==> src/rtl/req_arbiter_if.sv <==
// Requester-bank / responder bundle for req_arbiter: requests, keys, acks and grant status.
// Latency: none; pure signal grouping.
// Backpressure: none here; the arbiter's slave side holds each grant until down_ack arrives.
interface req_arbiter_if #(
  parameter int N_REQ = 4,
  parameter int KEY_W = 4
);
  localparam int IDX_W = $clog2(N_REQ);

  logic [N_REQ-1:0]       req;
  logic [N_REQ*KEY_W-1:0] req_key;
  logic [N_REQ-1:0]       ack;
  logic                   down_req;
  logic [KEY_W-1:0]       down_key;
  logic                   down_ack;
  logic [IDX_W-1:0]       grant_id;
  logic                   busy;
  logic                   timeout_err;

  // Drives requests/keys and plays the responder.
  modport master (
    output req, req_key, down_ack,
    input  ack, down_req, down_key, grant_id, busy, timeout_err
  );

  // Arbiter side.
  modport slave (
    input  req, req_key, down_ack,
    output ack, down_req, down_key, grant_id, busy, timeout_err
  );
endinterface

==> src/rtl/req_arbiter.sv <==
// Round-robin arbiter sharing one req/ack responder among N_REQ key-issuing requesters.
// Latency: grant 1 cycle after req seen in IDLE; ack is combinational from down_ack; >=1 IDLE cycle between transactions.
// Backpressure: one outstanding transaction; BUSY holds until down_ack (or TIMEOUT_CYCLES when ARB_TIMEOUT_EN is defined).
module req_arbiter #(
  parameter int N_REQ          = 4,
  parameter int KEY_W          = 4,
  parameter int TIMEOUT_CYCLES = 15
) (
  input  logic          clk,
  input  logic          rst_n,
  req_arbiter_if.slave  bus
);

  localparam int IDX_W = $clog2(N_REQ);

  // Elaboration-time parameter sanity.
  if (N_REQ < 2 || N_REQ > 16) begin : g_bad_n_req
    $error("req_arbiter: N_REQ must be in 2..16");
  end
  if (TIMEOUT_CYCLES < 1) begin : g_bad_timeout
    $error("req_arbiter: TIMEOUT_CYCLES must be >= 1");
  end

  // State: busy doubles as the FSM state bit (0 = IDLE, 1 = BUSY).
  logic             busy_q;
  logic [IDX_W-1:0] grant_id_q;
  logic [KEY_W-1:0] down_key_q;
  logic [IDX_W-1:0] rr_ptr_q;

  // Arbitration intermediates.
  logic [2*N_REQ-1:0] req_dbl;
  logic [N_REQ-1:0]   req_rot;
  logic [IDX_W-1:0]   rot_off;
  logic [IDX_W:0]     pick_sum;
  logic [IDX_W-1:0]   pick_id;
  logic               pick_vld;
  logic [KEY_W-1:0]   pick_key;

  logic               done;
  logic               abort;
  logic [IDX_W-1:0]   next_ptr;

  // Rotate requests so rr_ptr sits at bit 0, take the lowest set bit, rotate back.
  always_comb begin
    req_dbl  = {bus.req, bus.req};
    req_rot  = req_dbl[rr_ptr_q +: N_REQ];
    rot_off  = '0;
    for (int k = N_REQ - 1; k >= 0; k--) begin
      if (req_rot[k]) begin
        rot_off = IDX_W'(k);
      end
    end
    pick_sum = {1'b0, rr_ptr_q} + {1'b0, rot_off};
    if (pick_sum >= (IDX_W + 1)'(N_REQ)) begin
      pick_sum = pick_sum - (IDX_W + 1)'(N_REQ);
    end
    pick_id  = pick_sum[IDX_W-1:0];
    pick_vld = |bus.req;
    pick_key = bus.req_key[pick_id*KEY_W +: KEY_W];
  end

  // After serving grant_id, the next search starts just above it so it becomes lowest priority.
  assign next_ptr = (grant_id_q == IDX_W'(N_REQ - 1)) ? '0 : grant_id_q + 1'b1;

  // A transaction ends on a real ack, or on the abort path when the watchdog is built in.
  assign done = busy_q && bus.down_ack;

`ifdef ARB_TIMEOUT_EN
  localparam int CNT_W = $clog2(TIMEOUT_CYCLES + 1);
  localparam logic [CNT_W-1:0] CNT_LAST = CNT_W'(TIMEOUT_CYCLES - 1);

  logic [CNT_W-1:0] wait_cnt_q;

  // Count ack-less BUSY cycles; cleared while IDLE so it starts at 0 on every grant.
  always_ff @(posedge clk or negedge rst_n) begin
    if (!rst_n) begin
      wait_cnt_q <= '0;
    end else if (!busy_q) begin
      wait_cnt_q <= '0;
    end else if (!bus.down_ack) begin
      wait_cnt_q <= wait_cnt_q + 1'b1;
    end
  end

  // The TIMEOUT_CYCLES-th BUSY cycle without ack aborts; an ack in that same cycle wins.
  assign abort = busy_q && !bus.down_ack && (wait_cnt_q == CNT_LAST);
`else
  assign abort = 1'b0;
`endif

  // IDLE: grant and latch the winner's key. BUSY: hold until ack/abort, then advance rr_ptr.
  always_ff @(posedge clk or negedge rst_n) begin
    if (!rst_n) begin
      busy_q     <= 1'b0;
      grant_id_q <= '0;
      down_key_q <= '0;
      rr_ptr_q   <= '0;
    end else if (!busy_q) begin
      if (pick_vld) begin
        busy_q     <= 1'b1;
        grant_id_q <= pick_id;
        down_key_q <= pick_key;
      end
    end else if (done || abort) begin
      busy_q   <= 1'b0;
      rr_ptr_q <= next_ptr;
    end
  end

  // Route the responder's ack to the owner only; nothing leaks out while IDLE.
  always_comb begin
    bus.ack = '0;
    if (done) begin
      bus.ack[grant_id_q] = 1'b1;
    end
  end

  assign bus.down_req    = busy_q;
  assign bus.busy        = busy_q;
  assign bus.down_key    = down_key_q;
  assign bus.grant_id    = grant_id_q;
  assign bus.timeout_err = abort;

  // Ack is at most one-hot.
  a_ack_onehot0: assert property (@(posedge clk) disable iff (!rst_n) $onehot0(bus.ack));

  // Ack never appears without an outstanding transaction.
  a_ack_needs_busy: assert property (@(posedge clk) disable iff (!rst_n) (|bus.ack) |-> busy_q);

  // Owner and key are frozen for the whole BUSY period.
  a_grant_hold: assert property (@(posedge clk) disable iff (!rst_n)
    (busy_q && !done && !abort) |=> (busy_q && $stable(grant_id_q) && $stable(down_key_q)));

  // Every transaction is followed by at least one IDLE cycle.
  a_gap: assert property (@(posedge clk) disable iff (!rst_n) (done || abort) |=> !busy_q);

  // Error pulse and ack are mutually exclusive.
  a_err_vs_ack: assert property (@(posedge clk) disable iff (!rst_n) !(abort && (|bus.ack)));

endmodule

==> src/flat_wrapper.sv <==
// flat-port wrapper written by rule: the top's interface ports become plain ports
module req_arbiter_flat 
#(
  parameter int N_REQ          = 4,
  parameter int KEY_W          = 4,
  parameter int TIMEOUT_CYCLES = 15
)
  (clk, rst_n, bus_req, bus_req_key, bus_down_ack, bus_ack, bus_down_req, bus_down_key, bus_grant_id, bus_busy, bus_timeout_err);
  req_arbiter_if #(.N_REQ(N_REQ), .KEY_W(KEY_W)) bus_i ();
  input  logic clk;
  input  logic rst_n;
  input wire logic [$bits(bus_i.req)-1:0] bus_req;
  input wire logic [$bits(bus_i.req_key)-1:0] bus_req_key;
  input wire logic [$bits(bus_i.down_ack)-1:0] bus_down_ack;
  output wire logic [$bits(bus_i.ack)-1:0] bus_ack;
  output wire logic [$bits(bus_i.down_req)-1:0] bus_down_req;
  output wire logic [$bits(bus_i.down_key)-1:0] bus_down_key;
  output wire logic [$bits(bus_i.grant_id)-1:0] bus_grant_id;
  output wire logic [$bits(bus_i.busy)-1:0] bus_busy;
  output wire logic [$bits(bus_i.timeout_err)-1:0] bus_timeout_err;
  assign bus_i.req = bus_req;
  assign bus_i.req_key = bus_req_key;
  assign bus_i.down_ack = bus_down_ack;
  assign bus_ack = bus_i.ack;
  assign bus_down_req = bus_i.down_req;
  assign bus_down_key = bus_i.down_key;
  assign bus_grant_id = bus_i.grant_id;
  assign bus_busy = bus_i.busy;
  assign bus_timeout_err = bus_i.timeout_err;
  req_arbiter #(.N_REQ(N_REQ), .KEY_W(KEY_W), .TIMEOUT_CYCLES(TIMEOUT_CYCLES)) u_core (.clk(clk), .rst_n(rst_n), .bus(bus_i));
endmodule
==> config.mk <==
export PLATFORM = sky130hd
export DESIGN_NAME = req_arbiter_flat
export DESIGN_NICKNAME = d
export VERILOG_FILES = /design/src/rtl/req_arbiter_if.sv /design/src/rtl/req_arbiter.sv /design/src/flat_wrapper.sv
export SDC_FILE = /design/constraint.sdc
export NUM_CORES = 1
export LEC_CHECK = 0
export CORE_MARGIN = 3
export CORE_UTILIZATION = 47
export CTS_CLUSTER_DIAMETER = 100
export CTS_CLUSTER_SIZE = 24
export DETAILED_ROUTE_END_ITERATION = 7
export PLACE_DENSITY = 0.92
export SLEW_MARGIN = 20
export SYNTH_ARGS = -nofsm -noshare
export SYNTH_HDL_FRONTEND = slang
export SYNTH_SLANG_ARGS = --single-unit
==> constraint.sdc <==
create_clock -name clk -period 4.14 [get_ports clk]
set_clock_uncertainty 0.05 [all_clocks]
set_input_delay 1.035 -clock clk [delete_from_list [all_inputs] [get_ports clk]]
set_output_delay 1.035 -clock clk [all_outputs]
set_load 0.01 [all_outputs]
# ---- After elaboration in Yosys (flattened, before gate mapping)
# Cells that the tools add are included.
dict set report totals {
  elab_cells 31
  in_bits 23
  reg_bits 9
  out_inout_bits 13
}
dict set report op_classes {
  n_eq_ne 1
  shift 2
  n_lt_le_gt_ge 3
  bitwise 1
  muxes 12
  addsub 3
  n_reduce_logical 5
}
# operator n
set op_table {}
lappend op_table {{indexed part select 16 x 5 -> 4 bit} 1}
lappend op_table {{2-to-1 mux 2 bit} 6}
lappend op_table {{indexed part select 8 x 3 -> 4 bit} 1}
lappend op_table {{2-to-1 mux 1 bit} 4}
lappend op_table {{2-to-1 mux 4 bit} 1}
lappend op_table {{AND reduction 2 bit} 2}
lappend op_table {{OR reduction 4 bit} 1}
lappend op_table {{adder 2 x 2 -> 3 bit} 1}
lappend op_table {{>= comparator 3 bit, second input constant} 1}
lappend op_table {{less-than comparator 2 x 3 -> 1 bit, second input constant} 1}
lappend op_table {{adder 2 x 1 -> 2 bit, second input constant} 1}
lappend op_table {{demux 1 bit (select 2 bit)} 1}
lappend op_table {{== test 2 bit, second input constant} 1}
lappend op_table {{>= comparator 2 x 1 -> 1 bit, second input constant} 1}
lappend op_table {{logical AND 1 bit} 2}
lappend op_table {{subtractor 2 x 1 -> 2 bit, second input constant} 1}
lappend op_table {{NOT 1 bit} 1}

# ---- Longest topological paths before layout
dict set report depth {
  ltp_word 9
  ltp_mapped 11
  depth_no_buf 9
}

# ---- Least setup slack after synthesis
# No wires, ideal clock.
dict set report synth_path {
  path_type {input to register}
  start {input port bus_req[2]}
  end {register u_core.down_key_q[1], in the netlist u_core.bus.down_key[1]}
  slack_ps 1245
  arrival_time_ps 2717
  stages 11
  setup_time_ps 128
  required_ps 3962
  n_path_buf 2
  cell_sequence {buf_6 nand2_1 a21oi_1 o22ai_1 o21a_1 ha_1 clkbuf_1 mux2i_1 nor3_1 mux2i_1 nand3_1}
}
dict set report synth_via {
  elab_chain_len 9
  elab_cells_between_ends 12
  classes_between {add/sub: 2; order compare: 1; shift: 2; mux: 5; reduce/logical: 2}
}
# item line_no
set synth_rtl {}
lappend synth_rtl {{start: declaration} flat_wrapper.sv:12} ;# input wire logic [$bits(bus_i.req)-1:0] bus_req;
lappend synth_rtl {{indexed part select 8 x 3 -> 4 bit *} req_arbiter.sv:46} ;# req_rot = req_dbl[rr_ptr_q +: N_REQ];
lappend synth_rtl {{2-to-1 mux 2 bit (3 in series)} req_arbiter.sv:49} ;# if (req_rot[k]) begin
lappend synth_rtl {{2-to-1 mux 2 bit *} req_arbiter.sv:49}
lappend synth_rtl {{adder 2 x 2 -> 3 bit *} req_arbiter.sv:53} ;# pick_sum = {1'b0, rr_ptr_q} + {1'b0, rot_off};
lappend synth_rtl {{>= comparator 3 bit or subtractor 2 x 1 -> 2 bit (tied branches)} {req_arbiter.sv:54, req_arbiter.sv:55}}
lappend synth_rtl {{2-to-1 mux 2 bit *} req_arbiter.sv:54} ;# if (pick_sum >= (IDX_W + 1)'(N_REQ)) begin
lappend synth_rtl {{named net u_core.pick_sum[0]} req_arbiter.sv:34} ;# logic [IDX_W:0] pick_sum;
lappend synth_rtl {{indexed part select 16 x 5 -> 4 bit *} req_arbiter.sv:59} ;# pick_key = bus.req_key[pick_id*KEY_W +: KEY_W];
lappend synth_rtl {{end signal: assignment} req_arbiter.sv:102} ;# down_key_q <= pick_key;
lappend synth_rtl {{end: declaration} req_arbiter.sv:27} ;# logic [KEY_W-1:0] down_key_q;
# The timed path passes the listed nets; every way through them passes the cells marked *.
# A chain may end at the register's enable or synchronous reset.

# ---- Worst setup path in the final report
dict set report layout_path {
  start {input port bus_down_ack}
  end {output port bus_ack[1]}
}
dict set report layout_via {
  elab_chain_len 2
}
# item line_no
set layout_rtl {}
lappend layout_rtl {{start: declaration} flat_wrapper.sv:14} ;# input wire logic [$bits(bus_i.down_ack)-1:0] bus_down_ack;
lappend layout_rtl {{logical AND 1 bit} req_arbiter.sv:66} ;# assign done = busy_q && bus.down_ack;
lappend layout_rtl {{2-to-1 mux 4 bit} req_arbiter.sv:113} ;# if (done) begin
lappend layout_rtl {{end: declaration} flat_wrapper.sv:15} ;# output wire logic [$bits(bus_i.ack)-1:0] bus_ack;
# No other way between the ends.

==> summary.json <==
{
  "run_status": {"value": "complete, no violations"},
  "synth_area_leaders": {"value": "sky130_fd_sc_hd__dfrtp_1 (24%), sky130_fd_sc_hd__mux2i_1 (18%), sky130_fd_sc_hd__nor3_1 (8.6%)"},
  "dieWidth": {"value": 50.5, "unit": "um"},
  "antenna_found_initial": {"value": 0},
  "fmaxAchievable": {"value": 295, "unit": "MHz"},
  "track_usage": {"value": 0.193},
  "initial_utilization": {"value": 0.516},
  "drv_cap": {"value": 0},
  "slew_violations": {"value": 0},
  "place_congestion": {"value": 0.754},
  "top_fanout_value_on_the_critical_path": {"value": 6},
  "placement.io_buffers": {"value": 34},
  "post_synth_instance_area": {"value": 930, "unit": "um^2"},
  "number_of_sinks_handled_by_clock_tree_synthesis": {"value": 9},
  "rsz_0062_raised_after_global_routing": {"value": "false"},
  "drc_errors": {"value": 0},
  "drt_pre_antenna_iters": {"value": 4},
  "layoutNonFillerInstCount": {"value": 156},
  "clockBufferDepth": {"value": 2},
  "post-cts-setup-buffers": {"value": 0},
  "n_antenna_cell": {"value": 0},
  "syn_avg_cell_area": {"value": 9.20, "unit": "um^2"},
  "syn_nets": {"value": 129},
  "cp-start-kind": {"value": "input pin"},
  "insertion_delay": {"value": 0.27, "unit": "ns"},
  "post_drt_wl_per_cell": {"value": 14.0, "unit": "um"},
  "dr_wl_met2": {"value": 1120, "unit": "um"},
  "yosysSeqAreaShare": {"value": 0.242},
  "synth_cells": {"value": 101},
  "tritoncts": {"value": "built"},
  "numCtsBuffers": {"value": 3},
  "synth_cell_type_count": {"value": 32},
  "num_rows": {"value": 15},
  "setup_tns": {"value": 0, "unit": "ns"},
  "required": {"value": 3.05, "unit": "ns"},
  "place_hpwl": {"value": 1700, "unit": "um"},
  "grt_overflow_total": {"value": 0},
  "cts.root.buffer_cell": {"value": "sky130_fd_sc_hd__clkbuf_4"},
  "maxSlewHeadroom": {"value": 0.520},
  "die-area": {"value": 2550, "unit": "um^2"},
  "fillers": {"value": 150},
  "worst_ep_arrival_time": {"value": 2.31, "unit": "ns"},
  "timing.reg2reg.setup_slack": {"value": 1.63, "unit": "ns"},
  "cp-end-kind": {"value": "primary output"},
  "count_of_vias_placed_by_the_detailed_router": {"value": 854},
  "drt_iter0_drc": {"value": 19},
  "finalCritPeriodShare": {"value": 0.819},
  "die_y": {"value": 50.5, "unit": "um"},
  "synth_to_layout_area_growth": {"value": 35.1, "unit": "%"},
  "postRouteAntennaNets": {"value": 0},
  "pin_count": {"value": 36},
  "pleak": {"value": 0.524, "unit": "nW"},
  "min-delay-path-class": {"value": "register to register"},
  "synth_top_cell_area_share": {"value": 0.242},
  "timing_worst_slew_pin_value": {"value": 0.720, "unit": "ns"},
  "finalHoldViolations": {"value": 0},
  "final-setup-viol-count": {"value": 0},
  "synth_seq_cells": {"value": 9},
  "cts_hold_repair.buffers": {"value": 0},
  "p_per_area": {"value": 596, "unit": "nW/um^2"},
  "first_global_vias": {"value": 837},
  "place_inst": {"value": 152},
  "wire_length_on_met3": {"value": 142, "unit": "um"},
  "routed_via_density": {"value": 5.47},
  "grt_start_max_net_pins": {"value": 24},
  "cts.reportedPaths.clkPinSlew": {"value": 0.06, "unit": "ns"},
  "synth-warning-count": {"value": 0},
  "routed_wirelength": {"value": 2190, "unit": "um"},
  "topRoutingLayerUsed": {"value": "met4"},
  "floorplan.core_area": {"value": 1800, "unit": "um^2"},
  "synth_area_leader_cell": {"value": "sky130_fd_sc_hd__dfrtp_1"},
  "vdd_drop_max": {"value": 0.371, "unit": "mV"},
  "drive_above_1_share": {"value": 0.0840},
  "setup.worst_path.class": {"value": "input pin to primary output"},
  "grt_pass1_wl": {"value": 3660, "unit": "um"},
  "timing.final.crit_period": {"value": 3.39, "unit": "ns"},
  "met1Wirelength": {"value": 871, "unit": "um"},
  "post_cts_resized": {"value": 0},
  "htree_num_levels": {"value": 1},
  "design.final.nets": {"value": 160}
}
==> power breakdown <==
group	internal, mW	switching [mW]
clock network	0.0374	0.0350
logic	0.246	0.251
registers	0.128	0.0510
total	0.412	0.337
==> cell type report <==
cell class	count	area (um^2)	share of cell area
timing repair buffer	35	348	0.277
sequential	9	225	0.179
clock buffer	4	26.3	0.0209
inverter	3	11.3	0.00896
multi-input combinational	80	614	0.489
tap	25	31.3	0.0249
==> stage by stage <==
stage          hold WS [ns]  cell area, um^2   util  setup slack, ns  power [mW]
6_report              0.452             1260  0.697            0.748       0.748
5_1_grt               0.502             1260  0.697            0.545       0.819
4_1_cts               0.461             1260  0.697            0.762       0.759
3_5_place_dp          0.437             1230  0.683            0.530       0.679
3_3_place_gp          0.431             1230  0.683            0.649       0.657
2_1_floorplan         0.476              930      -             1.25       0.528
==> registers in the layout, summed over array words and instances (netlist names) <==
name and count:
u_core.bus.down_key 4, u_core.bus.grant_id 2, u_core.bus.busy 1, u_core.rr_ptr_q 2
==> synth_stat cells <==
cell,number
sky130_fd_sc_hd__nor3b_2,1
sky130_fd_sc_hd__o21a_1,1
sky130_fd_sc_hd__xnor2_1,2
sky130_fd_sc_hd__buf_4,4
sky130_fd_sc_hd__a2bb2oi_1,1
sky130_fd_sc_hd__dfrtp_1,9
sky130_fd_sc_hd__nand4b_1,1
sky130_fd_sc_hd__o311ai_2,1
sky130_fd_sc_hd__o21ai_2,1
sky130_fd_sc_hd__mux2i_1,17
sky130_fd_sc_hd__nor2b_1,1
sky130_fd_sc_hd__and2b_2,1
sky130_fd_sc_hd__mux2_1,3
sky130_fd_sc_hd__nand3b_1,1
sky130_fd_sc_hd__buf_6,4
sky130_fd_sc_hd__nand2_1,9
sky130_fd_sc_hd__o22ai_1,1
sky130_fd_sc_hd__o31ai_1,1
sky130_fd_sc_hd__xor2_2,1
sky130_fd_sc_hd__conb_1,1
sky130_fd_sc_hd__clkbuf_1,1
sky130_fd_sc_hd__nor4_2,1
sky130_fd_sc_hd__nand3_1,4
sky130_fd_sc_hd__ha_1,5
sky130_fd_sc_hd__o211ai_1,1
sky130_fd_sc_hd__o211ai_2,1
sky130_fd_sc_hd__a21oi_1,2
sky130_fd_sc_hd__nor2_1,1
sky130_fd_sc_hd__nor3_1,16
sky130_fd_sc_hd__and3_1,4
sky130_fd_sc_hd__inv_1,3
sky130_fd_sc_hd__or2_1,1
==> critical path, stage by stage <==
cell and delay (ns):
sky130_fd_sc_hd__clkdlybuf4s50_1 0.55, sky130_fd_sc_hd__and3_1 0.18, sky130_fd_sc_hd__clkdlybuf4s50_1 0.54
==> metal layers <==
| layer | vias up | global-route usage |
|---|---|---|
| met5 | - | 0 |
| met4 | 0 | 0.0942 |
| met3 | 5 | 0.0682 |
| met2 | 25 | 0.339 |
| met1 | 397 | 0.203 |
| li1 | 427 | - |
==> final timing paths <==
kind,from,end,depth (start not counted)
max,bus_down_ack,bus_ack[1],3
min,u_core.bus.down_key[0]$_DFFE_PN0P_,u_core.bus.down_key[0]$_DFFE_PN0P_,2
max reg2reg,u_core.rr_ptr_q[1]$_DFFE_PN0P_,u_core.bus.down_key[1]$_DFFE_PN0P_,9
min reg2reg,u_core.bus.down_key[0]$_DFFE_PN0P_,u_core.bus.down_key[0]$_DFFE_PN0P_,2
max in group asynchronous,rst_n,u_core.bus.down_key[0]$_DFFE_PN0P_,1
min in group asynchronous,rst_n,u_core.rr_ptr_q[0]$_DFFE_PN0P_,1
==> logic make-up after synthesis <==
family                     Yosys count  synth area share
AOI/OAI and AO/OA                   10            0.0915
adders and majority gates            5            0.0673
and+or+nand+nor                     41             0.242
DFF                                  9             0.242
xor gates and xnor gates             3            0.0363
other                                1           0.00403
buffers and inverters               12            0.0969
muxes                               20             0.219
==> cell usage in the layout, fill, tap and decap left out, types with 4 or more instances in the layout <==
cell / count
sky130_fd_sc_hd__ha_1: 5
sky130_fd_sc_hd__nand2_1: 9
sky130_fd_sc_hd__nand3_1: 4
sky130_fd_sc_hd__dfrtp_1: 9
sky130_fd_sc_hd__mux2i_1: 17
sky130_fd_sc_hd__and3_1: 4
sky130_fd_sc_hd__clkdlybuf4s50_1: 34
sky130_fd_sc_hd__nor3_1: 16
(Power assumes the default switching activity.)
